File: config.mk
export PLATFORM = sky130hd
export DESIGN_NAME = id_ex_hazard_stage
export DESIGN_NICKNAME = d
export VERILOG_FILES = /design/src/rtl/id_ex_hazard_stage.sv
export SDC_FILE = /design/constraint.sdc
export NUM_CORES = 1
export LEC_CHECK = 0
export ABC_CLOCK_PERIOD_IN_PS = 1700
export BUFFER_PORTS_ARGS = -buffer_cell sky130_fd_sc_hd__buf_2
export CELL_PAD_IN_SITES_DETAIL_PLACEMENT = 1
export CELL_PAD_IN_SITES_GLOBAL_PLACEMENT = 1
export CORE_AREA = 5 5 112 141
export DETAILED_ROUTE_END_ITERATION = 12
export DIE_AREA = 0 0 117 146
export PLACE_DENSITY_LB_ADDON = 0.1
export SYNTH_ARGS = -nofsm -noshare
export SYNTH_HDL_FRONTEND = slang
export SYNTH_SLANG_ARGS = --single-unit
File: constraint.sdc
create_clock -name clk -period 1.7 [get_ports clk]
set_input_delay 0.34 -clock clk [delete_from_list [all_inputs] [get_ports clk]]
set_output_delay 0.34 -clock clk [all_outputs]
set_load 0.1 [all_outputs]
File: src/rtl/id_ex_hazard_stage.sv
// ID/EX pipeline register with load-use hazard detection, branch-flush bubble
// insertion, front-end freeze and a saturating count of hazard bubbles.
module id_ex_hazard_stage #(
  parameter int unsigned DW = 16,
  parameter int unsigned AW = 16,
  parameter int unsigned CW = 16
) (
  input  logic          clk,
  input  logic          rst,
  input  logic [8:0]    ctrl_in,
  input  logic [4:0]    id_rs,
  input  logic [4:0]    id_rt,
  input  logic [4:0]    id_rd,
  input  logic [DW-1:0] id_rd1,
  input  logic [DW-1:0] id_rd2,
  input  logic [DW-1:0] id_imm,
  input  logic [AW-1:0] id_pc1,
  input  logic          flush,
  input  logic          hold,
  output logic [8:0]    ex_ctrl,
  output logic [DW-1:0] ex_rd1,
  output logic [DW-1:0] ex_rd2,
  output logic [DW-1:0] ex_imm,
  output logic [4:0]    ex_rs,
  output logic [4:0]    ex_rt,
  output logic [4:0]    ex_rd,
  output logic [AW-1:0] ex_pc1,
  output logic          pc_write,
  output logic          ifid_write,
  output logic [CW-1:0] stall_cnt
);

  localparam int unsigned CTRL_W = 9;

  logic uses_rt_c;
  logic hazard_c;
  logic freeze_c;

  // ID reads rt for R-type, stores/out and branches
  assign uses_rt_c = ctrl_in[3] | ctrl_in[4] | ctrl_in[6];

  // Load in EX whose destination (rt) is read by the instruction in ID
  assign hazard_c = ex_ctrl[5] && (ex_rt != 5'd0) &&
                    ((ex_rt == id_rs) || (uses_rt_c && (ex_rt == id_rt)));

  // A taken branch kills ID anyway, so a hazard against it needs no freeze
  assign freeze_c   = hold | (hazard_c & ~flush);
  assign pc_write   = ~freeze_c;
  assign ifid_write = ~freeze_c;

  always_ff @(posedge clk) begin
    if (rst) begin
      ex_ctrl   <= '0;
      ex_rd1    <= '0;
      ex_rd2    <= '0;
      ex_imm    <= '0;
      ex_rs     <= '0;
      ex_rt     <= '0;
      ex_rd     <= '0;
      ex_pc1    <= '0;
      stall_cnt <= '0;
    end else if (!hold || flush) begin
      // flush and hazard both turn the control word into a bubble
      ex_ctrl <= (flush || hazard_c) ? CTRL_W'(0) : ctrl_in;
      ex_rd1  <= id_rd1;
      ex_rd2  <= id_rd2;
      ex_imm  <= id_imm;
      ex_rs   <= id_rs;
      ex_rt   <= id_rt;
      ex_rd   <= id_rd;
      ex_pc1  <= id_pc1;
      if (!flush && hazard_c && (stall_cnt != {CW{1'b1}})) begin
        stall_cnt <= stall_cnt + CW'(1);
      end
    end
  end

endmodule

==> results of run 1 <==
cell families (layout without fill, tap and decap cells):
kind of cell             Yosys count  after routing  synth area share, %
buffers and inverters             34            279                 3.36
AND/OR/NAND/NOR                  226            226                 24.3
multiplexers                       9              9                 2.46
AO/OA/AOI/OAI                    108            110                 16.2
flip-flops                       104            104                 51.2
adder cells (fa/ha/maj)            1              1                0.308
XOR/XNOR                          10             10                 2.16
power by group:
group	internal (mW)	switching, mW	total (mW)	leakage (nW)
combinational	0.378	1.30	1.68	2.04
sequential	2.54	0.0645	2.61	0.872
clock	1.28	0.965	2.25	0.161
total	4.20	2.33	6.53	3.08
per-layer routing:
| metal | up-vias | share of wire (%) | GRT usage, % |
|---|---|---|---|
| met5 | - | 0 | 0 |
| met4 | 0 | 2.4 | 7.00 |
| met3 | 20 | 6.8 | 3.70 |
| met2 | 136 | 52 | 31.3 |
| met1 | 2107 | 39 | 18.8 |
| li1 | 2155 | - | - |
flip-flops by register name, summed over array words and instances, names as in the netlist:
signal,cells
ex_rs,5
ex_rd2,16
ex_imm,16
ex_rd1,16
ex_ctrl,9
stall_cnt,16
ex_pc1,16
ex_rd,5
ex_rt,5
timing repair:
action	4_1_cts	5_1_grt
endpoints found under the setup margin	27	28
setup buffers	10	3
pin swaps	8	7
gates cloned	2	2
resized for setup	20	27
synth_stat cells (2+ instances only):
library cell / count / area (um2)
sky130_fd_sc_hd__nor2b_1: 10 / 62.6
sky130_fd_sc_hd__or4_1: 4 / 30.0
sky130_fd_sc_hd__a22o_2: 9 / 90.1
sky130_fd_sc_hd__mux2_2: 8 / 90.1
sky130_fd_sc_hd__xnor2_1: 10 / 87.6
sky130_fd_sc_hd__buf_1: 7 / 26.3
sky130_fd_sc_hd__and3_1: 3 / 18.8
sky130_fd_sc_hd__dfxtp_1: 104 / 2080
sky130_fd_sc_hd__nand2b_1: 2 / 12.5
sky130_fd_sc_hd__o31ai_1: 5 / 37.5
sky130_fd_sc_hd__buf_4: 2 / 15.0
sky130_fd_sc_hd__nand4_1: 8 / 50.1
sky130_fd_sc_hd__nand3_1: 5 / 25.0
sky130_fd_sc_hd__nor4_1: 7 / 43.8
sky130_fd_sc_hd__a31oi_1: 2 / 12.5
sky130_fd_sc_hd__a21oi_1: 84 / 420
sky130_fd_sc_hd__nand2_1: 167 / 627
sky130_fd_sc_hd__and4_1: 4 / 35.0
sky130_fd_sc_hd__nor2_1: 12 / 45.0
sky130_fd_sc_hd__clkbuf_1: 23 / 86.3
cell type report:
class / instances / area (um2)
flip-flops and latches: 104 / 2140
clock buffers: 11 / 264
inverters: 1 / 3.75
clock inverters: 5 / 61.3
fillers: 1745 / 7790
well taps: 178 / 223
multi-input cells: 356 / 2140
repair buffers: 262 / 1600
worst max-delay path, delay by kind of cell (launching register included):
family | cells | cell delay [ns]
AND/OR/NAND/NOR | 1 | 0.54
flip-flops | 1 | 0.34
buffers and inverters | 1 | 0.21
AO/OA/AOI/OAI | 2 | 0.44
cell usage in the layout (no fill, tap or decap), drive strengths merged, types with 3 or more instances in the layout:
cell type | synthesis | final
buf | 10 | 260
nand2 | 167 | 167
dfxtp | 104 | 104
a21oi | 84 | 84
nor2 | 12 | 12
clkbuf | 23 | 12
nor2b | 10 | 10
xnor2 | 10 | 10
a22o | 9 | 9
nand4 | 8 | 8
mux2 | 8 | 8
nor4 | 7 | 7
nand3 | 5 | 5
o31ai | 5 | 5
or4 | 5 | 5
and4 | 4 | 4
o22a | 1 | 3
and3 | 3 | 3
clkinv | 0 | 3
through the flow:
step	total power [mW]	instance area [um2]	worst slack [ns]	hold slack (ns)
final	6.53	6430	-0.519	0.213
after global routing	6.82	6430	-0.576	0.208
after floorplan	3.86	4230	-0.780	0.470
after detailed placement	4.25	5720	-0.379	0.443
after CTS	6.58	6260	-0.541	0.197
after global placement	4.23	5720	-0.342	0.435
path summary, 6_finish.rpt:
check / endpoint / slack [ns] / cells after the start
max: ifid_write / -0.52 / 4
min: ex_ctrl[8] / 0.21 / 2
max reg2reg: stall_cnt[15] / -0.42 / 9
min reg2reg: ex_rd1[2] / 0.45 / 2
==> run summary, run 1 <==
• **Worst Setup SP** ex_rt[0]
• **arrival time at the worst endpoint** 1.88 ns
• **max-slew headroom at the worst pin** 47.2%
• **Critical Path Slowest Stage Cell** sky130_fd_sc_hd__or4_4
• **final hold violation count** 0
• **final worst path period share** 131%
• **number of top-level pins** 198
• **Starting Density** 28.6%
• **start point of the worst min-delay path** ctrl_in[8]
• **num rows** 49
• **overall fraction of global-route tracks in use** 17.2%
• **mean number of vias per cell** 4.82
• **Std-Cell Core Area** 14,200 um2
• **average cell area after synthesis** 8.26 um2
• **sequential cell area fraction in the yosys report** 51.2%
• **Post-Synthesis Cells** 492
• **number of antenna violations at the first check in global routing** 0
• **number of enable flip-flop cells after synthesis** 0
• **longest individual stage delay on the worst path** 0.54 ns
• **highest net fanout along the worst path** 2
• **number of maximum-capacitance violations** 0
• **run status** finished, violations left
• **number of nets with antenna violations after routing** 0
• **RSZ-0062 raised after global routing** yes
• **final global-route overflow total** 0
• **hold buffer count at cts** 0
• **total leakage power** 3.08 nW
• **share of the core filled with cells in the final layout** 45.2%
• **Syn. warnings** 0
• **count of distinct cell types in the synthesized netlist** 36
• **Skew-Pair Late Insertion Delay** 0.35 ns
• **number of flip-flops and latches in the synthesized netlist** 104
• **Critical Path End Type** primary output
• **first-pass iteration count of the detailed router** 4
• **TritonCTS clock tree** yes
• **required time worst endpoint** 1.36 ns
• **type of the most critical hold path** input port to register
• **pin count of the biggest net entering global routing** 58
• **reg-to-reg startpoint** ex_rt[0]
• **final instance count without filler cells** 917
• **number of port buffers** 197
• **die span in x** 117 um
• **clock tree skew after final layout** 0.0121 ns
• **f_max** 451 MHz
• **actual slew at the worst max-slew pin** 0.787 ns
• **number of antenna diodes** 0
• **area grow syn2layout** 58.3%
• **power density relative to cell area** 1010 nW/um2
• **Vias** 4,418
• **number of nets produced by synthesis** 585
• **final setup vio count** 27
• **placer's final routability congestion estimate** 0.741
• **Final Worst Setup Slack** -0.519 ns
• **violations in the final reports** setup timing
• **number of buffers created by CTS** 9
• **wire length of the first global-routing pass** 23,400 um
• **detailed router's first-iteration violation count** 149
• **Sinks on Clock Net** 104
• **maximum buffer depth of the clock tree** 2
• **DRC Markers** 0
• **number of global-route vias before repair** 4,756
• **estimated wirelength of the detail-placed design** 10,900 um
• **Max Slew Vio Count** 0
• **detailed-route wire length** 15,500 um
• **nature of the critical path startpoint** register
• **Vert. Die Dim** 146 um
• **shortest period the worst path allows** 2.22 ns
• **Routed wire per std cell** 16.9 um
• **fraction of synthesis flops using an asynchronous set or reset pin** 0%
• **post-synthesis instance area** 4060 um2
• **number of placed instances with taps included** 884
• **die outline area** 17,100 um2
• **worst ir drop on vdd** 0.564 mV
• **share of cells above drive strength 1** 47.6%
• **Reg clk slew, reported paths** 0.08 ns
• **count of H-tree levels built during CTS** 3
• **clock tree root driver cell** sky130_fd_sc_hd__clkbuf_16
• **series of cell instances along the critical path** or4_4, o21a_4, a31oi_4, buf_12
• **Total Nets Final** 827
• **Crit Path Class** register to primary output
• **most instantiated flip-flop cell in the synthesis netlist** sky130_fd_sc_hd__dfxtp_1
• **Total Negative Setup Slacks** -10.09 ns
(Power assumes the default switching activity.)
==> run 2: changes to the inputs <==
--- a/config.mk
+++ b/config.mk
@@ -6,13 +6,14 @@
 export NUM_CORES = 1
 export LEC_CHECK = 0
 export ABC_CLOCK_PERIOD_IN_PS = 1700
-export BUFFER_PORTS_ARGS = -buffer_cell sky130_fd_sc_hd__buf_2
+export BUFFER_PORTS_ARGS = -buffer_cell sky130_fd_sc_hd__clkbuf_2
 export CELL_PAD_IN_SITES_DETAIL_PLACEMENT = 1
 export CELL_PAD_IN_SITES_GLOBAL_PLACEMENT = 1
 export CORE_AREA = 5 5 112 141
 export DETAILED_ROUTE_END_ITERATION = 12
 export DIE_AREA = 0 0 117 146
 export PLACE_DENSITY_LB_ADDON = 0.1
+export REMOVE_ABC_BUFFERS = 1
 export SYNTH_ARGS = -nofsm -noshare
 export SYNTH_HDL_FRONTEND = slang
 export SYNTH_SLANG_ARGS = --single-unit
==> run summary, run 2 (same netlist as run 1, synthesis figures left out) <==
• **run status** finished, violations left
• **violations in the final reports** setup timing
• **fraction of power consumed by sequential logic** 41.0%, +1.1 points
• **detailed-route wire length** 15,800 um, +1.7%
• **worst ir drop on vdd** 0.492 mV, -13%
• **Worst Setup SP** ex_rt[1]
• **highest net fanout along the worst path** 2, unchanged
• **share of cells above drive strength 1** 47.1%, -0.56 points
• **f_max** 443 MHz, -1.6%
• **arrival time at the worst endpoint** 1.92 ns, +0.04 ns
• **r2r setup slk** -0.41 ns, about the same
• **Vias** 4,472, +1.2%
• **overall fraction of global-route tracks in use** 18.1%, +0.88 points
• **final hold violation count** 0, unchanged
• **R2R Path End** ex_ctrl[5]
• **reg-to-reg startpoint** ex_rt[1]
• **Critical Path End Type** primary output
• **most used cells in the layout excluding fill and tap cells** 186 x sky130_fd_sc_hd__clkbuf_2, 164 x sky130_fd_sc_hd__nand2_1, 97 x sky130_fd_sc_hd__dfxtp_1, 81 x sky130_fd_sc_hd__a21oi_1, 70 x sky130_fd_sc_hd__buf_4
• **hold buffer count at cts** 0, unchanged
• **worst hold path depth** 3, +1
• **Skew-Pair Late Insertion Delay** 0.35 ns, about the same
• **estimated wirelength of the detail-placed design** 11,100 um, +2.7%
• **pin count of the biggest net entering global routing** 62, +6.9%
• **Routed wire per std cell** 17.0 um, +0.23%
• **Starting Density** 28.6%, unchanged
• **number of global-route vias before repair** 4,855, +2.1%
• **commonest non-fill, non-tap cell in the layout** sky130_fd_sc_hd__clkbuf_2
• **area grow syn2layout** 59.8%
• **wire length of the first global-routing pass** 24,400 um, +4.2%
• **number of nets with antenna violations after routing** 0, unchanged
• **share of power burned in combinational logic** 26.8%, +1.1 points
• **Reg clk slew, reported paths** 0.07 ns, about the same
• **mean number of vias per cell** 4.81, -0.19%
• **total leakage power** 3.07 nW, about the same
• **DRC Markers** 0, unchanged
• **number of maximum-capacitance violations** 0, unchanged
• **number of buffers created by CTS** 9, unchanged
• **Total Negative Setup Slacks** -9.44 ns, +0.644 ns
• **final worst path period share** 133%, +2.2 points
• **final global-route overflow total** 0, unchanged
• **endpoint of the worst hold path** ex_rd2[5]
• **shortest period the worst path allows** 2.26 ns, +0.0372 ns
• **Sw Pwr** 2.32 mW, -0.24%
• **final setup vio count** 27, unchanged
• **Sinks on Clock Net** 104, unchanged
• **Vert. Die Dim** 146 um, unchanged
• **RSZ-0062 raised after global routing** yes
• **Final Worst Setup Slack** -0.557 ns, -0.0372 ns
• **count of fill cells added during filler insertion** 1,732, -0.74%
• **count of H-tree levels built during CTS** 3, unchanged
• **Internal Power** 4.08 mW, -3.0%
• **first-pass iteration count of the detailed router** 4, unchanged
• **number of port buffers** 197, unchanged
• **required time worst endpoint** 1.36 ns, about the same
• **clock tree root driver cell** sky130_fd_sc_hd__clkbuf_16
• **Crit Path Class** register to primary output
• **clock network fraction of design power** 32.2%, -2.2 points
• **die outline area** 17,100 um2, unchanged
• **die span in x** 117 um, unchanged
• **switching part of the total power** 36.3%, +0.64 points
• **detailed router's first-iteration violation count** 219, +47%
• **max-slew headroom at the worst pin** 61.8%, +15 points
• **start point of the worst min-delay path** id_rd2[5]
• **power density relative to cell area** 985 nW/um2, -2.9%
• **depth of the worst register-to-register path** 6, -3
• **actual slew at the worst max-slew pin** 0.575 ns, -0.212 ns
• **type of the most critical hold path** input port to register
• **TritonCTS clock tree** yes
• **Max Slew Vio Count** 0, unchanged
• **nature of the critical path startpoint** register
• **number of antenna violations at the first check in global routing** 0, unchanged
• **number of top-level pins** 198, unchanged
• **maximum buffer depth of the clock tree** 2, unchanged
• **Total Nets Final** 840, +1.6%
• **Std-Cell Core Area** 14,200 um2, unchanged
• **clock tree skew after final layout** 0.00445 ns, -0.00770 ns
• **placer's final routability congestion estimate** 0.848, +14%
• **num rows** 49, unchanged
• **number of antenna diodes** 0, unchanged
• **pre-CTS worst setup slack** -0.390 ns, -0.0114 ns
## run 2: cell type report
type | instances | area [um2] | share of cell area, %
clock inverter | 4 | 27.5 | 0.424
clock buffer | 12 | 267 | 4.10
tap | 178 | 223 | 3.43
multi-input combinational | 356 | 2170 | 33.4
inverter | 1 | 3.75 | 0.0578
timing repair buffer | 275 | 1710 | 26.3
sequential | 104 | 2100 | 32.3
## run 2: how the worst max path moves through the flow
stage	end	slack (ns)	cells past startpoint
finish	pc_write	-0.56	5
global route	ifid_write	-0.63	5
CTS	pc_write	-0.61	5
detailed placement	stall_cnt[0]	-0.39	6
global placement	stall_cnt[0]	-0.34	6
floorplan	ifid_write	-3.43	4
## run 2: per-layer routing
layer	up-vias	part of all wire [%]	global-route usage, %	routed length (um)
met4	0	1.9	5.91	297
met5	-	0	0	0
li1	2180	-	-	-
met3	17	7.8	6.11	1230
met1	2146	38	19.2	6050
met2	129	52	32.7	8220
## run 2: worst max-delay path, stage by stage, from the launching register on
cell and delay [ns]:
sky130_fd_sc_hd__dfxtp_4 0.34, sky130_fd_sc_hd__or4_4 0.56, sky130_fd_sc_hd__o21a_4 0.25, sky130_fd_sc_hd__a31oi_4 0.13, sky130_fd_sc_hd__buf_6 0.13, sky130_fd_sc_hd__buf_12 0.16
## run 2: stage by stage
| stage | instances | util (%) | total power [mW] | hold WS, ns | area (um2) |
|---|---|---|---|---|---|
| finish | 930 | 45.7 | 6.40 | 0.212 | 6490 |
| floorplan | 459 | - | 3.81 | 0.409 | 3930 |
| global placement | 896 | 40.2 | 4.26 | 0.437 | 5710 |
| detailed placement | 896 | 40.2 | 4.29 | 0.447 | 5710 |
| global route | 930 | 45.7 | 6.68 | 0.199 | 6490 |
| CTS | 922 | 44.5 | 6.44 | 0.197 | 6340 |
## run 2: power by group through the flow
stage                     clock, mW  combinational, mW  sequential (mW)
after floorplan                   0              0.252             3.56
after global placement            0               1.58             2.68
after detailed placement          0               1.60             2.69
after CTS                      2.14               1.68             2.63
after global routing           2.25               1.79             2.64
final                          2.06               1.71             2.63
## run 2: timing repair
item                                    4_1_cts  5_1_grt
endpoints found under the setup margin       26       29
resized for setup                            51       22
setup buffers                                 7        8
pin swaps                                    21        7
gates cloned                                  3        0
